`src/rtl/mux_pkg.sv`:
```
// Shared definitions for the selector pipeline family: state encoding
// (doubles as occupancy count) and select-width sizing helper.
package mux_pkg;

   typedef enum logic [1:0] {
      ST_EMPTY = 2'd0,
      ST_FULL  = 2'd1,
      ST_SKID  = 2'd2
   } state_t;

   // Smallest select width that can address n inputs (at least 1 bit).
   function automatic int min_sel_w(input int n);
      int w;
      w = 1;
      while ((1 << w) < n) w++;
      return w;
   endfunction

endpackage

```
`src/rtl/mux_n.sv`:
```
// Combinational N-way word selector; out-of-range selects fall back to
// input 0 and raise oor.
module mux_n
   import mux_pkg::*;
#(
   parameter int WIDTH  = 32,
   parameter int NUM_IN = 4,
   parameter int SEL_W  = min_sel_w(NUM_IN)
) (
   input  logic [SEL_W-1:0]        sel,
   input  logic [NUM_IN*WIDTH-1:0] in_data,
   output logic [WIDTH-1:0]        out_data,
   output logic                    oor
);

   always_comb begin
      out_data = in_data[0 +: WIDTH];
      oor      = 1'b1;
      for (int k = 0; k < NUM_IN; k++) begin
         if (sel == SEL_W'(k)) begin
            out_data = in_data[k*WIDTH +: WIDTH];
            oor      = 1'b0;
         end
      end
   end

endmodule

```
`src/rtl/mux_pipe_reg.sv`:
```
// N-input selector feeding a registered ready/valid stage with a one-entry
// skid buffer; in_ready depends only on registered state.
module mux_pipe_reg
   import mux_pkg::*;
#(
   parameter int               WIDTH     = 32,
   parameter int               NUM_IN    = 4,
   parameter int               SEL_W     = 2,
   parameter logic [WIDTH-1:0] RESET_VAL = '0
) (
   input  logic                    clk,
   input  logic                    rst,
   input  logic [SEL_W-1:0]        sel,
   input  logic [NUM_IN*WIDTH-1:0] in_data,
   input  logic                    in_valid,
   output logic                    in_ready,
   input  logic                    flush,
   output logic [WIDTH-1:0]        out_data,
   output logic                    out_valid,
   input  logic                    out_ready,
   output logic [1:0]              occ,
   output logic                    sel_err
);

   state_t           state_q, state_d;
   logic [WIDTH-1:0] main_q, main_d;
   logic [WIDTH-1:0] skid_q, skid_d;
   logic             sel_err_q, sel_err_d;
   logic [WIDTH-1:0] sel_word;
   logic             sel_oor;
   logic             accept, pop;

   mux_n #(
      .WIDTH  (WIDTH),
      .NUM_IN (NUM_IN),
      .SEL_W  (SEL_W)
   ) u_sel (
      .sel      (sel),
      .in_data  (in_data),
      .out_data (sel_word),
      .oor      (sel_oor)
   );

   assign in_ready  = (state_q != ST_SKID) & ~rst;
   assign out_valid = (state_q != ST_EMPTY);
   assign out_data  = main_q;
   assign occ       = 2'(state_q);
   assign sel_err   = sel_err_q;

   always_comb begin
      accept    = in_valid & in_ready;
      pop       = out_valid & out_ready;
      state_d   = state_q;
      main_d    = main_q;
      skid_d    = skid_q;
      sel_err_d = accept & sel_oor & ~flush;

      case (state_q)
         ST_EMPTY: begin
            if (accept) begin
               state_d = ST_FULL;
               main_d  = sel_word;
            end
         end
         ST_FULL: begin
            if (accept && !pop) begin
               state_d = ST_SKID;
               skid_d  = sel_word;
            end else if (pop && !accept) begin
               state_d = ST_EMPTY;
            end else if (accept && pop) begin
               main_d = sel_word;
            end
         end
         ST_SKID: begin
            if (pop) begin
               state_d = ST_FULL;
               main_d  = skid_q;
            end
         end
         default: state_d = ST_EMPTY;
      endcase

      // Squash overrides everything; the visible word is left untouched.
      if (flush) begin
         state_d = ST_EMPTY;
         main_d  = main_q;
      end
   end

   always_ff @(posedge clk) begin
      if (rst) begin
         state_q   <= ST_EMPTY;
         main_q    <= RESET_VAL;
         sel_err_q <= 1'b0;
      end else begin
         state_q   <= state_d;
         main_q    <= main_d;
         sel_err_q <= sel_err_d;
      end
   end

   always_ff @(posedge clk) begin
      skid_q <= skid_d;
   end

endmodule

```
`config.mk`:
```
export PLATFORM = sky130hd
export DESIGN_NAME = mux_pipe_reg
export DESIGN_NICKNAME = d
export VERILOG_FILES = /design/src/rtl/mux_pkg.sv /design/src/rtl/mux_n.sv /design/src/rtl/mux_pipe_reg.sv
export SDC_FILE = /design/constraint.sdc
export NUM_CORES = 1
export LEC_CHECK = 0
export ABC_AREA = 0
export CAP_MARGIN = 0
export CORE_MARGIN = 4
export CORE_UTILIZATION = 45
export DETAILED_ROUTE_END_ITERATION = 10
export GPL_TIMING_DRIVEN = 0
export PLACE_DENSITY = 0.95
export SETUP_SLACK_MARGIN = 0.05
export SLEW_MARGIN = 20
export SYNTH_ARGS = -nofsm -noshare
export SYNTH_HDL_FRONTEND = slang
export SYNTH_SLANG_ARGS = --single-unit
```
`constraint.sdc`:
```
create_clock -name clk -period 5.33 [get_ports clk]
set_input_delay 1.066 -clock clk [delete_from_list [all_inputs] [get_ports clk]]
set_output_delay 1.066 -clock clk [all_outputs]
set_load 0.02 [all_outputs]
```
==> flow_summary_export.csv, run 1 <==
group,metric,value,unit
pwr,p_clk_frac,0.325,
floorplan,io_pins,172,
critical_path,cpMostUsedCell,"clkbuf_1",
detailed_routing,vias,3515,
sta,tns,0,ns
sta,final.min_clock_period,3.63,ns
clock_tree,clock_latency,0.35,ns
pwr,peakVddDrop,0.000110,V
sta,max_slew.worst_pin.slew,0.760,ns
pwr,power.switching,0.344,mW
grt,antenna_found_initial,0,
detailed_routing,ant_nets,0,
placement,dpl.hpwl,9230,um
sta,hold_slack,0.464,ns
pwr,combPwrFrac,0.248,
grt,grt_pass1_vias,3734,
synthesis,synth_top_family_by_area,"compound AO/OA/AOI/OAI gates",
critical_path,cpPeakStageDelay,0.48,ns
placement,dp_cells,565,
floorplan,floorplan.initialDensity,0.465,
placement,numPortBuffers,168,
detailed_routing,post_drt_wl_per_cell,21.0,um
critical_path,cp_cell_sequence,"nor2b_1 -> clkbuf_1 -> clkbuf_1 -> nor2_1 -> and2_1 -> ha_1 -> or4b_1 -> clkbuf_1 -> a221o_1 -> buf_6 -> a221oi_2",
sta,clock_skew,0.0147,ns
status,status,"finished, final reports clean",
floorplan,core,8260,um2
synthesis,synth_ff_type,"dfxtp_1",
clock_tree,hold_buffers,0,
sta,setup_viol,0,
synthesis,synth_compound_area_frac,0.267,
finish,final_cell_area,5880,um2
finish,area_delta_synth_final,53.2,%
synthesis,synthAdderAreaFrac,0.00978,
pwr,seq_power_share,0.427,
clock_tree,post_cts_resized,0,
clock_tree,cts_setup_buffers,0,
synthesis,syn_inst,291,
synthesis,synth_top_area_frac,0.250,
critical_path,crit_path_start_kind,"flop",
synthesis,synth_mux_area_frac,0.188,
synthesis,synthTopCellsByCount,"35 x dfxtp_1, 35 x inv_1, 34 x a221oi_1",
finish,drive_gt1_frac,0.183,
clock_tree,cts_max_level,3,
clock_tree,path_clk_slew,0.08,ns
critical_path,critPathArrivalTime,3.87,ns
synthesis,synth_top_area_cell,"edfxtp_1",
synthesis,async_flop_share,0,
grt,gr-total-overflow,0,
floorplan,die_h,100,um
grt,grtUsageTotal,0.240,
pwr,power.leakage,2.04,nW
critical_path,crit_required,5.57,ns
finish,final_cell_count_no_fill,581,
clock_tree,cts_buffers,9,
sta,max_freq,275,MHz
min_path,hold_path_class,"flop to flop",
clock_tree,cts_root_buffer,"clkbuf_8",
floorplan,fp.dieW,100,um
critical_path,cp-end-kind,"flop",
synthesis,synthTopCellsByArea,"edfxtp_1 25%, mux4_2 19%, dfxtp_1 18%, a221oi_2 12%, a221oi_1 7.8%",
critical_path,slowest_stage,"dfxtp_1",
synthesis,yosys_warnings,0,
placement,gp_congestion,0.817,
sta,min_period_over_period,0.681,
synthesis,synthSimpleGateAreaFrac,0.0189,
synthesis,synth_seq_cells,67,
grt,grt_pass1_wl,18800,um
synthesis,synthesis.area,3840,um2
synthesis,synth_cell_types,25,
clock_tree,cts_sinks,67,
clock_tree,clockBufferDepth,2,
sta,slew_violations,0,
synthesis,synth_xor_area_frac,0,
synthesis,synth-edff-count,32,
run,drv_cap,0,
detailed_routing,postRouteWirelength,12200,um
clock_tree,cts_tree,"built",
detailed_routing,route.detailed.drc,0,
pwr,p_int,0.996,mW
sta,slew_headroom,0.493,
finish,nets,609,
sta,rsz0062_at_grt,"false",
grt,grt_max_degree,34,
sta,final-hold-violation-count,0,
placement,place_area,5670,um2
detailed_routing,vias_per_cell,6.05,
critical_path,cp_max_fo,10,
synthesis,avgSynthCellArea,13.2,um2
detailed_routing,dr.pass1.iters,5,
synthesis,syn_nets,429,
detailed_routing,drt_iter0_drc,364,
critical_path,cp_num_buf_inv,4,
critical_path,worstSetupPathType,"flop to flop",
floorplan,fp-row-count,33,
finish,antenna_cells,0,
synthesis,yosysSeqAreaShare,0.433,
critical_path,path_delay_family,"buffers and inverters",
pwr,switching_share,0.257,
pwr,p_per_area,228,nW/um2
floorplan,dieArea,10100,um2
## power by group through the flow
stage,Sequential [mW],Clock (mW),Combinational (mW)
6_report,0.572,0.435,0.333
5_1_grt,0.574,0.451,0.353
4_1_cts,0.572,0.433,0.334
3_5_place_dp,0.584,0,0.332
3_3_place_gp,0.583,0,0.321
2_1_floorplan,0.603,0,0.145
## final timing paths
| path | from | end | slack [ns] | depth (start not counted) |
|---|---|---|---|---|
| min reg2reg | out_data[31]$_SDFFE_PP0P_ | out_data[31]$_SDFFE_PP0P_ | 0.46 | 2 |
| min | out_data[31]$_SDFFE_PP0P_ | out_data[31]$_SDFFE_PP0P_ | 0.46 | 2 |
| max | occ[1]$_SDFFE_PP0P_ | out_data[0]$_SDFFE_PP0P_ | 1.70 | 11 |
| max reg2reg | occ[1]$_SDFFE_PP0P_ | out_data[0]$_SDFFE_PP0P_ | 1.70 | 11 |
## flip-flops by register name (all words and copies together) (netlist names)
name	flops
skid_q	32
occ	2
out_data	32
sel_err	1
## cell type report
type | instances | area, um2
buffer | 40 | 185
clock buffer | 14 | 195
sequential | 67 | 1660
fill | 581 | 2380
inverter | 35 | 131
timing repair buffer | 169 | 1700
multi-input combinational | 149 | 1860
clock inverter | 2 | 13.8
tap | 105 | 131
## stage by stage
stage	utilization	power, mW	setup slack, ns
after CTS	0.712	1.34	1.72
after global placement	0.684	0.903	1.78
final	0.712	1.34	1.70
after floorplan	-	0.748	2.01
after detailed placement	0.687	0.915	1.74
after global routing	0.712	1.38	1.55
## placed cells by master, fill, tap and decap left out
| master | n |
|---|---|
| a21oi_1 | 2 |
| conb_1 | 1 |
| clkinv_2 | 1 |
| a2111oi_0 | 1 |
| and3b_2 | 1 |
| a221oi_2 | 30 |
| nand2_1 | 3 |
| buf_2 | 4 |
| dfxtp_1 | 35 |
| clkbuf_1 | 32 |
| edfxtp_1 | 32 |
| or4b_1 | 1 |
| and2_1 | 2 |
| buf_1 | 2 |
| clkbuf_8 | 10 |
| nor3_1 | 1 |
| a221o_1 | 1 |
| a221oi_1 | 34 |
| inv_1 | 35 |
| clkdlybuf4s50_1 | 168 |
| nand2b_1 | 1 |
| buf_12 | 1 |
| ha_1 | 3 |
| a22oi_1 | 33 |
| buf_6 | 4 |
| nor2_1 | 1 |
| mux4_2 | 32 |
| clkbuf_16 | 2 |
| clkinv_4 | 1 |
| or3b_2 | 1 |
| nor2b_1 | 1 |
## cells by family (layout without fill, tap and decap cells)
logic type | count (synthesis) | in the layout
other | 1 | 1
buffers and inverters | 75 | 260
DFF | 67 | 67
and+or+nand+nor | 12 | 12
adders and majority gates | 3 | 3
muxes | 32 | 32
AOI/OAI and AO/OA | 101 | 101
## routing by layer
metal / track usage / vias up / part of all wire
li1: - / 1564 / -
met1: 0.291 / 1708 / 0.35
met2: 0.412 / 217 / 0.52
met3: 0.0542 / 26 / 0.11
met4: 0.0974 / 0 / 0.023
met5: 0 / - / 0
## worst min-delay path: stages (launching register included)
cell and delay, ns:
dfxtp_1 0.31, inv_1 0.06, a221oi_2 0.05
No activity file was read; power rests on OpenSTA's default activity.
==> inputs of run 2 (changes only) <==
--- a/config.mk
+++ b/config.mk
@@ -8,10 +8,10 @@
 export ABC_AREA = 0
 export CAP_MARGIN = 0
 export CORE_MARGIN = 4
-export CORE_UTILIZATION = 45
+export CORE_UTILIZATION = 38
 export DETAILED_ROUTE_END_ITERATION = 10
 export GPL_TIMING_DRIVEN = 0
-export PLACE_DENSITY = 0.95
+export PLACE_DENSITY = 0.87
 export SETUP_SLACK_MARGIN = 0.05
 export SLEW_MARGIN = 20
 export SYNTH_ARGS = -nofsm -noshare
==> constraint.sdc (replaced) <==
create_clock -name clk -period 3.05 [get_ports clk]
set_input_delay 0.61 -clock clk [delete_from_list [all_inputs] [get_ports clk]]
set_output_delay 0.61 -clock clk [all_outputs]
set_load 0.02 [all_outputs]
==> run 2 against run 1 <==
Cell area increased by 1.3%. Worst setup slack got worse by 1.6 ns. Via count decreased by 0.37%. Hold slack got worse by 0.0053 ns. Global-route usage decreased by 3.3 points. Fmax increased by 25%. Sequential cell count unchanged. Wire length increased by 0.79%. Register-to-register slack got worse by 1.6 ns. Combinational power increased by 77%. Highest routed layer unchanged. Largest cell class unchanged. Count of clock-buffer cells in the layout decreased by 1.
==> flow_summary_export.csv, run 2 (same netlist as run 1, synthesis figures left out) <==
group,metric,value,unit
status,status,"finished, final reports clean",
finish,drive_gt1_frac,0.208,
clock_tree,cts_max_level,3,
pwr,finalPower,2.22,mW
floorplan,dieArea,11800,um2
placement,gp_congestion,0.799,
detailed_routing,drt_iter0_drc,226,
sta,max_slew.worst_pin.slew,0.811,ns
sta,max_freq,343,MHz
finish,final_cell_area,5960,um2
finish,layout_common_cells,"168 x clkdlybuf4s50_1, 35 x inv_1, 34 x dfxtp_1, 33 x a22oi_1",
clock_tree,clock_latency,0.34,ns
sta,tns,0,ns
pwr,peakVddDrop,0.000185,V
floorplan,die_h,108,um
finish,area_delta_synth_final,55.3,%
floorplan,core,9820,um2
floorplan,fp-row-count,36,
floorplan,floorplan.initialDensity,0.391,
clock_tree,cts_buffers,9,
sta,hold_slack,0.459,ns
sta,slew_headroom,0.459,
floorplan,io_pins,172,
detailed_routing,vias,3502,
finish,nets,613,
critical_path,critPathArrivalTime,3.16,ns
floorplan,fp.dieW,108,um
grt,gr-total-overflow,0,
critical_path,cp_max_fo,10,
sta,rsz0062_at_grt,"false",
finish,antenna_cells,0,
finish,fillers,798,
grt,antenna_found_initial,0,
grt,grt_pass1_wl,18900,um
detailed_routing,vias_per_cell,5.71,
clock_tree,path_clk_slew,0.07,ns
critical_path,cpPeakStageDelay,0.47,ns
clock_tree,cts_tree,"built",
clock_tree,clockBufferDepth,2,
grt,grt_pass1_vias,3656,
placement,dpl.hpwl,9440,um
detailed_routing,dr.pass1.iters,4,
critical_path,crit_path_start_kind,"flop",
detailed_routing,postRouteWirelength,12300,um
min_path,hold_path_class,"flop to flop",
sta,min_period_over_period,0.955,
grt,grtUsageTotal,0.207,
run,drv_cap,0,
critical_path,cp_cell_sequence,"nor2b_2 -> buf_4 -> clkbuf_8 -> nor2_2 -> and2_1 -> ha_1 -> or4b_1 -> buf_2 -> a221o_2 -> buf_8 -> a221oi_2",
clock_tree,cts_root_buffer,"clkbuf_8",
finish,layout_commonest_cell,"clkdlybuf4s50_1",
detailed_routing,route.detailed.drc,0,
clock_tree,cts_sinks,67,
sta,final.min_clock_period,2.91,ns
detailed_routing,ant_nets,0,
critical_path,cp-end-kind,"flop",
sta,final-hold-violation-count,0,
placement,place_area,5690,um2
pwr,p_per_area,372,nW/um2
pwr,power.leakage,2.07,nW
grt,grt_max_degree,34,
critical_path,worstSetupPathType,"flop to flop",
sta,setup_viol,0,
placement,numPortBuffers,168,
critical_path,crit_required,3.30,ns
sta,slew_violations,0,
critical_path,slowest_stage,"or4b_1",
detailed_routing,post_drt_wl_per_cell,20.1,um
sta,clock_skew,0.00542,ns
[run 2: cell types whose count changed in the layout (fill, tap and decap cells not counted), moves of 2 or more]
cell       before  now
buf_4           0    6
a221oi_1       34   31
buf_6           4    1
clkbuf_1       32   29
a221oi_2       30   32
buf_8           0    2
clkbuf_16       2    0
[run 2: final cells by class]
class                      instances  area [um2]  share of cell area
buffer                            40         218              0.0365
clock buffer                      13         149              0.0250
clock inverter                     3        13.8             0.00231
inverter                          35         131              0.0220
multi-input combinational        149        1900               0.318
sequential                        67        1670               0.279
tap                              133         166              0.0279
timing repair buffer             173        1720               0.288
[run 2: worst paths after layout]
| path | from | endpoint | slack (ns) | cells past startpoint |
|---|---|---|---|---|
| setup / recovery | occ[1]$_SDFFE_PP0P_ | out_data[22]$_SDFFE_PP0P_ | 0.14 | 11 |
| hold / removal | out_data[18]$_SDFFE_PP0P_ | out_data[18]$_SDFFE_PP0P_ | 0.46 | 2 |
| setup reg to reg | occ[1]$_SDFFE_PP0P_ | out_data[22]$_SDFFE_PP0P_ | 0.14 | 11 |
| hold reg to reg | out_data[18]$_SDFFE_PP0P_ | out_data[18]$_SDFFE_PP0P_ | 0.46 | 2 |
[run 2: worst max-delay path, delay by kind of cell, from the launching register on]
kind            cells  cell delay, ns
compound gates      2            0.71
flops               1            0.37
fa+ha+maj           1            0.19
simple gates        4            0.83
buf+inv             4            0.71
[run 2: routing by layer]
layer  up-vias  wire [um]  global-route usage
met5         -          0                   0
met4         0        283              0.0739
met3        20        780              0.0412
met2       157       6560               0.356
met1      1749       4690               0.259
li1       1576          -                   -
[run 2: repair_timing]
item                                    in CTS  in global routing
buffers inserted                             1                  4
resized for setup                            6                 15
pin swaps                                    1                  1
endpoints found under the setup margin      32                 32
gates cloned                                 0                  0
hold buffers                                 0                  0
[run 2: stage by stage]
step,cells,setup WS [ns],utilization
3_3_place_gp,592,-0.141,0.579
5_1_grt,613,0.0473,0.607
3_5_place_dp,592,-0.236,0.579
6_report,613,0.138,0.607
4_1_cts,609,0.0724,0.598
2_1_floorplan,291,0.0952,-
[run 2: power by group]
group          switching (mW)  internal (mW)  total (mW)
Sequential             0.0171          0.982       0.999
Combinational           0.242          0.347       0.589
Clock                   0.319          0.313       0.632
Total                   0.578           1.64        2.22
==> inputs of run 3 (changes only) <==
--- a/config.mk
+++ b/config.mk
@@ -17,3 +17,4 @@
 export SYNTH_ARGS = -nofsm -noshare
 export SYNTH_HDL_FRONTEND = slang
 export SYNTH_SLANG_ARGS = --single-unit
+export TNS_END_PERCENT = 100
==> results of run 3 <==
No change in the layout: final DEF, timing and power equal those of run 2.
==> variant 1 (settings of run 2) <==
`WIDTH` is set to 32 in 2 places; all go to 64.
--- a/src/rtl/mux_n.sv
+++ b/src/rtl/mux_n.sv
@@ -4,5 +4,5 @@
    import mux_pkg::*;
 #(
-   parameter int WIDTH  = 32,
+   parameter int WIDTH  = 64,
    parameter int NUM_IN = 4,
    parameter int SEL_W  = min_sel_w(NUM_IN)
--- a/src/rtl/mux_pipe_reg.sv
+++ b/src/rtl/mux_pipe_reg.sv
@@ -4,5 +4,5 @@
    import mux_pkg::*;
 #(
-   parameter int               WIDTH     = 32,
+   parameter int               WIDTH     = 64,
    parameter int               NUM_IN    = 4,
    parameter int               SEL_W     = 2,
Interface: changed (resized in_data and out_data); port bits go from 172 to 332. The function was not compared with the original's and may differ.
==> variant 1 against run 2 <==
Design area grew 110%. Global-route usage grew 3.8 points. Clock power grew to 3.2 times the old value. Area after synthesis grew 94%. Sequential cell count grew 64. Wire length grew 130%. Total power grew 140%. Setup slack lost 0.0079 ns. Critical path depth grew 1. Critical path type unchanged. Largest cell class is now multi-input gates. Highest routed layer is now met5.
==> variant 1: results (changes against run 2) <==
Fillers 1423 (+78%); placed cell area 11100 µm² (+95%); Slowest-stage cell, CP or4b_1; Post-synth ARST share 0% (unchanged); Area contributors post-synth edfxtp_1, mux4_2, dfxtp_1; Place WS -1.145 ns (-0.9088 ns); clock root cell clkbuf_16; yosys warns 0 (unchanged); Mapped Cells 552 (+90%); Slew @ Worst Pin 0.9073 ns (+0.09643 ns); largest net degree at the start of global routing 42 (+24%); Synth Area in Compound Gates 27.07% (+0.37 points); Final HPWL DP 20.47 mm (+120%); CP Max Fanout 8 (-2); sequential share of the synthesized area 43.88% (+0.58 points); drt pass-1 iters 5 (+1); placed cells 1142 (+93%); CTS max path bufs 2 (unchanged); number of synthesized flops with an enable pin 64 (+100%); worst-skew pair later-pin latency 0.42 ns (+0.08 ns); 1st-iter DRT viols 402 (+78%); min-delay worst type register to register; syn nets 818 (+91%); Via density 5.830 (+2.0%); CP top delay family buffers and inverters; post-route clock skew 0.005130 ns (-0.0002935 ns); Top FF cell, synth dfxtp_1; share of layout cells above drive strength 1 26.78% (+5.9 points); Placer Congestion 0.7951 (-0.46%); total CTS buffers 17 (+8); max cap viols 0 (unchanged); Port Buffer Count 329 (+96%); via count 6914 (+97%); Leak Pwr 4.258 nW (+110%); Synth top cells by count a221oi_1, dfxtp_1, inv_1; CP arrival 3.25 ns (+0.09 ns); outcome finished clean; routed wire length 28.01 mm (+130%); htree depth 4 (+1); final setup fails 0 (unchanged); Post-Synth Adder-Cell Area 0.5047% (-0.47 points); initial antenna violation count 1 (+1); Net count, final 1179 (+92%); first-pass GRT wire length 41.89 mm (+120%); post-synth cell types 28 (+12%); slowest stage delay, CP 0.52 ns (+0.05 ns); Reg clk slew, reported paths 0.06 ns; Net Sw Frac 25.33% (-0.71 points); XOR/XNOR Fraction of Synth Area 0% (unchanged); GRT Overall Usage 24.47% (+3.8 points); mux contribution to synthesized area 19.38% (+0.60 points); peak supply drop 0.3268 mV (+77%); ANT cells 0 (unchanged); vias in the first global route 7487 (+100%)
## variant 1: cell count changes in the layout (fill, tap and decap cells not counted), moves of 7 or more
| cell | delta |
|---|---|
| clkdlybuf4s50_1 | +160 |
| a221oi_2 | +68 |
| clkbuf_8 | -8 |
| dfxtp_1 | +31 |
| mux4_2 | +32 |
| inv_1 | +31 |
| a221oi_4 | +8 |
| edfxtp_1 | +32 |
| a221oi_1 | -12 |
| clkbuf_16 | +21 |
| clkbuf_1 | +24 |
| clkbuf_4 | +7 |
| a22oi_1 | +31 |
## variant 1: path summary, 6_finish.rpt
path,from,to,slack [ns],cells past startpoint
min reg2reg,out_data[36],out_data[36],0.46,2
min,out_data[36],out_data[36],0.46,2
max reg2reg,occ[0],out_data[57],0.13,12
max,occ[0],out_data[57],0.13,12
## variant 1: power groups by stage
stage          Clock (mW)  Combinational, mW  Sequential, mW
4_1_cts              2.06               1.20            1.96
3_3_place_gp            0               1.13            1.99
5_1_grt              2.14               1.34            1.97
2_1_floorplan           0              0.497            2.06
3_5_place_dp            0               1.16            2.00
6_report             2.04               1.27            1.96
## variant 1: final cells by class
type | count | area, µm² | share of cell area [%]
plain buffers | 78 | 498.0 | 4.021
clock buffers | 21 | 440.4 | 3.557
clock inverters | 11 | 137.6 | 1.111
inverters | 66 | 247.7 | 2.001
multi-input cells | 277 | 4000 | 32.30
flip-flops and latches | 131 | 3268 | 26.39
well taps | 260 | 325.3 | 2.627
repair buffers | 342 | 3466 | 27.99
## variant 1: routing by layer
layer,part of all wire [%],track usage (%)
met3,6.2,4.936
met4,1.8,7.252
met2,54,44.96
met5,0.071,0
met1,38,28.89
## variant 1: what timing repair did
action / CTS / global route
setup buffers: 3 / 5
resized for setup: 62 / 46
endpoints found under the setup margin: 66 / 60
gates cloned: 1 / 3
pin swaps: 3 / 11
==> variant 2 (flow settings as in run 2) <==
Made on the original files. Reset style: asynchronous (`rst`), changed in one clocked block.
--- a/src/rtl/mux_pipe_reg.sv
+++ b/src/rtl/mux_pipe_reg.sv
@@ -89,5 +89,5 @@
    end
 
-   always_ff @(posedge clk) begin
+   always_ff @(posedge clk or posedge rst) begin
       if (rst) begin
          state_q   <= ST_EMPTY;
Check against the original RTL: differs if rst is asserted again (counterexample within 4 cycles, from zero or initial values and one cycle with rst high); with rst held inactive, the same outputs for 4 cycles.
==> variant 2 against run 2 <==
Wire length shrank 1.2%. Core utilization shrank 1.2 points. Synthesized cell count grew 16%. Total power grew 28%. Design area grew 2.7%. Sequential cell count is the same. Setup slack gained 0.41 ns. Area after synthesis grew 4.2%. Highest routed layer unchanged.
==> variant 2: results (changes against run 2) <==
outcome finished clean; min-delay worst type register to register; Placer Congestion 0.8144 (+2.0%); Post-synth ARST share 52.24% (+52 points); 1st-iter DRT viols 172 (-24%); Final HPWL DP 9.267 mm (-1.8%); share of layout cells above drive strength 1 11.43% (-9.4 points); Top FF cell, synth dfrtp_1; Reg clk slew, reported paths 0.08 ns; Critical Path Sink skid_q[17]; syn nets 473 (+10%); largest net degree at the start of global routing 19 (-44%); Via density 5.192 (-9.1%); worst-skew pair later-pin latency 0.32 ns (-0.02 ns); number of synthesized flops with an enable pin 32 (unchanged); Leak Pwr 2.566 nW (+24%); vias in the first global route 3894 (+6.5%); R2R depth 5 (-6); Hold Crit Start out_data[10]; Worst R2R End out_data[2]; CP top delay family buffers and inverters; first-pass GRT wire length 19.67 mm (+3.8%); CTS max path bufs 2 (unchanged); htree depth 3 (unchanged); Synth top cells by count mux2i_1, dfrtp_1, nor2_1; Net Sw Frac 29.11% (+3.1 points); critical path launch point sel[1]; Rel. slew slack 64.24% (+18 points); post_cts resized 0 (-6); GRT Overall Usage 19.71% (-1.0 points); Net count, final 656 (+7.0%); sequential share of the synthesized area 45.93% (+2.6 points); Slowest-stage cell, CP clkdlybuf4s50_1; CP arrival 2.66 ns (-0.50 ns); routed wire length 12.17 mm (-1.2%); Area contributors post-synth mux2i_1, edfxtp_1, dfrtp_1; CP Max Fanout 10 (unchanged); Critical R2R Launch occ[1]; peak supply drop 0.2614 mV (+42%); drt pass-1 iters 4 (unchanged); Port Buffer Count 170 (+1.2%); post-route clock skew 0.006340 ns (+0.0009167 ns); Reg2Reg Setup Slack 1.01 ns (+0.87 ns); initial antenna violation count 0 (unchanged); Setup Buffers After CTS 0 (-1)
[variant 2: cell types whose count changed in the layout (fill, tap and decap cells not counted), sizes merged, moves of 33 or more]
cell / before / now
a221oi: 64 / 0
a22oi: 33 / 0
nor2: 1 / 35
mux2i: 0 / 97
dfxtp: 35 / 0
inv: 35 / 1
dfrtp: 0 / 35
[variant 2: worst min path at each step]
| stage | to | slack, ns | depth (start not counted) |
|---|---|---|---|
| floorplan | out_data[10] | 0.61 | 1 |
| global placement | out_data[11] | 0.47 | 1 |
| detailed placement | out_data[11] | 0.48 | 1 |
| CTS | out_data[11] | 0.50 | 1 |
| global route | out_data[11] | 0.52 | 1 |
| finish | out_data[10] | 0.49 | 1 |
[variant 2: layout make-up]
type,instances,area [µm²]
fill,893,4159
multi-input combinational,243,2007
sequential,67,1837
timing repair buffer,172,1757
tap,136,170.2
buffer,27,152.6
clock buffer,10,137.6
clock inverter,5,53.80
inverter,1,3.754
[variant 2: through the flow]
stage	setup WS (ns)	cells	setup TNS, ns	instance area, µm²	power, mW
6_report	0.5517	661	0	6118	2.836
3_5_place_dp	0.2322	646	0	5927	2.128
3_3_place_gp	-0.001555	644	-0.01367	5871	2.091
5_1_grt	0.4458	661	0	6118	2.976
2_1_floorplan	0.9438	338	0	3999	1.605
4_1_cts	0.5201	661	0	6118	2.872
[variant 2: power groups by stage]
stage | logic (mW) | registers (mW) | clock network (mW)
final | 0.964 | 1.14 | 0.730
after detailed placement | 0.969 | 1.16 | 0
after CTS | 0.973 | 1.14 | 0.757
after floorplan | 0.308 | 1.30 | 0
after global routing | 1.03 | 1.16 | 0.793
after global placement | 0.937 | 1.15 | 0
[variant 2: kinds of logic (layout without fill, tap and decap cells)]
logic type | Yosys count | count (layout) | share of synthesized area, %
buffers and inverters | 28 | 215 | 3.911
AO/OA/AOI/OAI | 36 | 36 | 6.884
multiplexers | 129 | 129 | 33.29
AND/OR/NAND/NOR | 77 | 77 | 9.888
flip-flops | 67 | 67 | 45.93
other | 1 | 1 | 0.09378
[variant 2: layer usage]
metal / GRT usage [%] / share of wire [%]
met4: 4.433 / 0.71
met3: 5.534 / 6.0
met2: 36.21 / 52
met5: 0 / 0
met1: 22.63 / 41
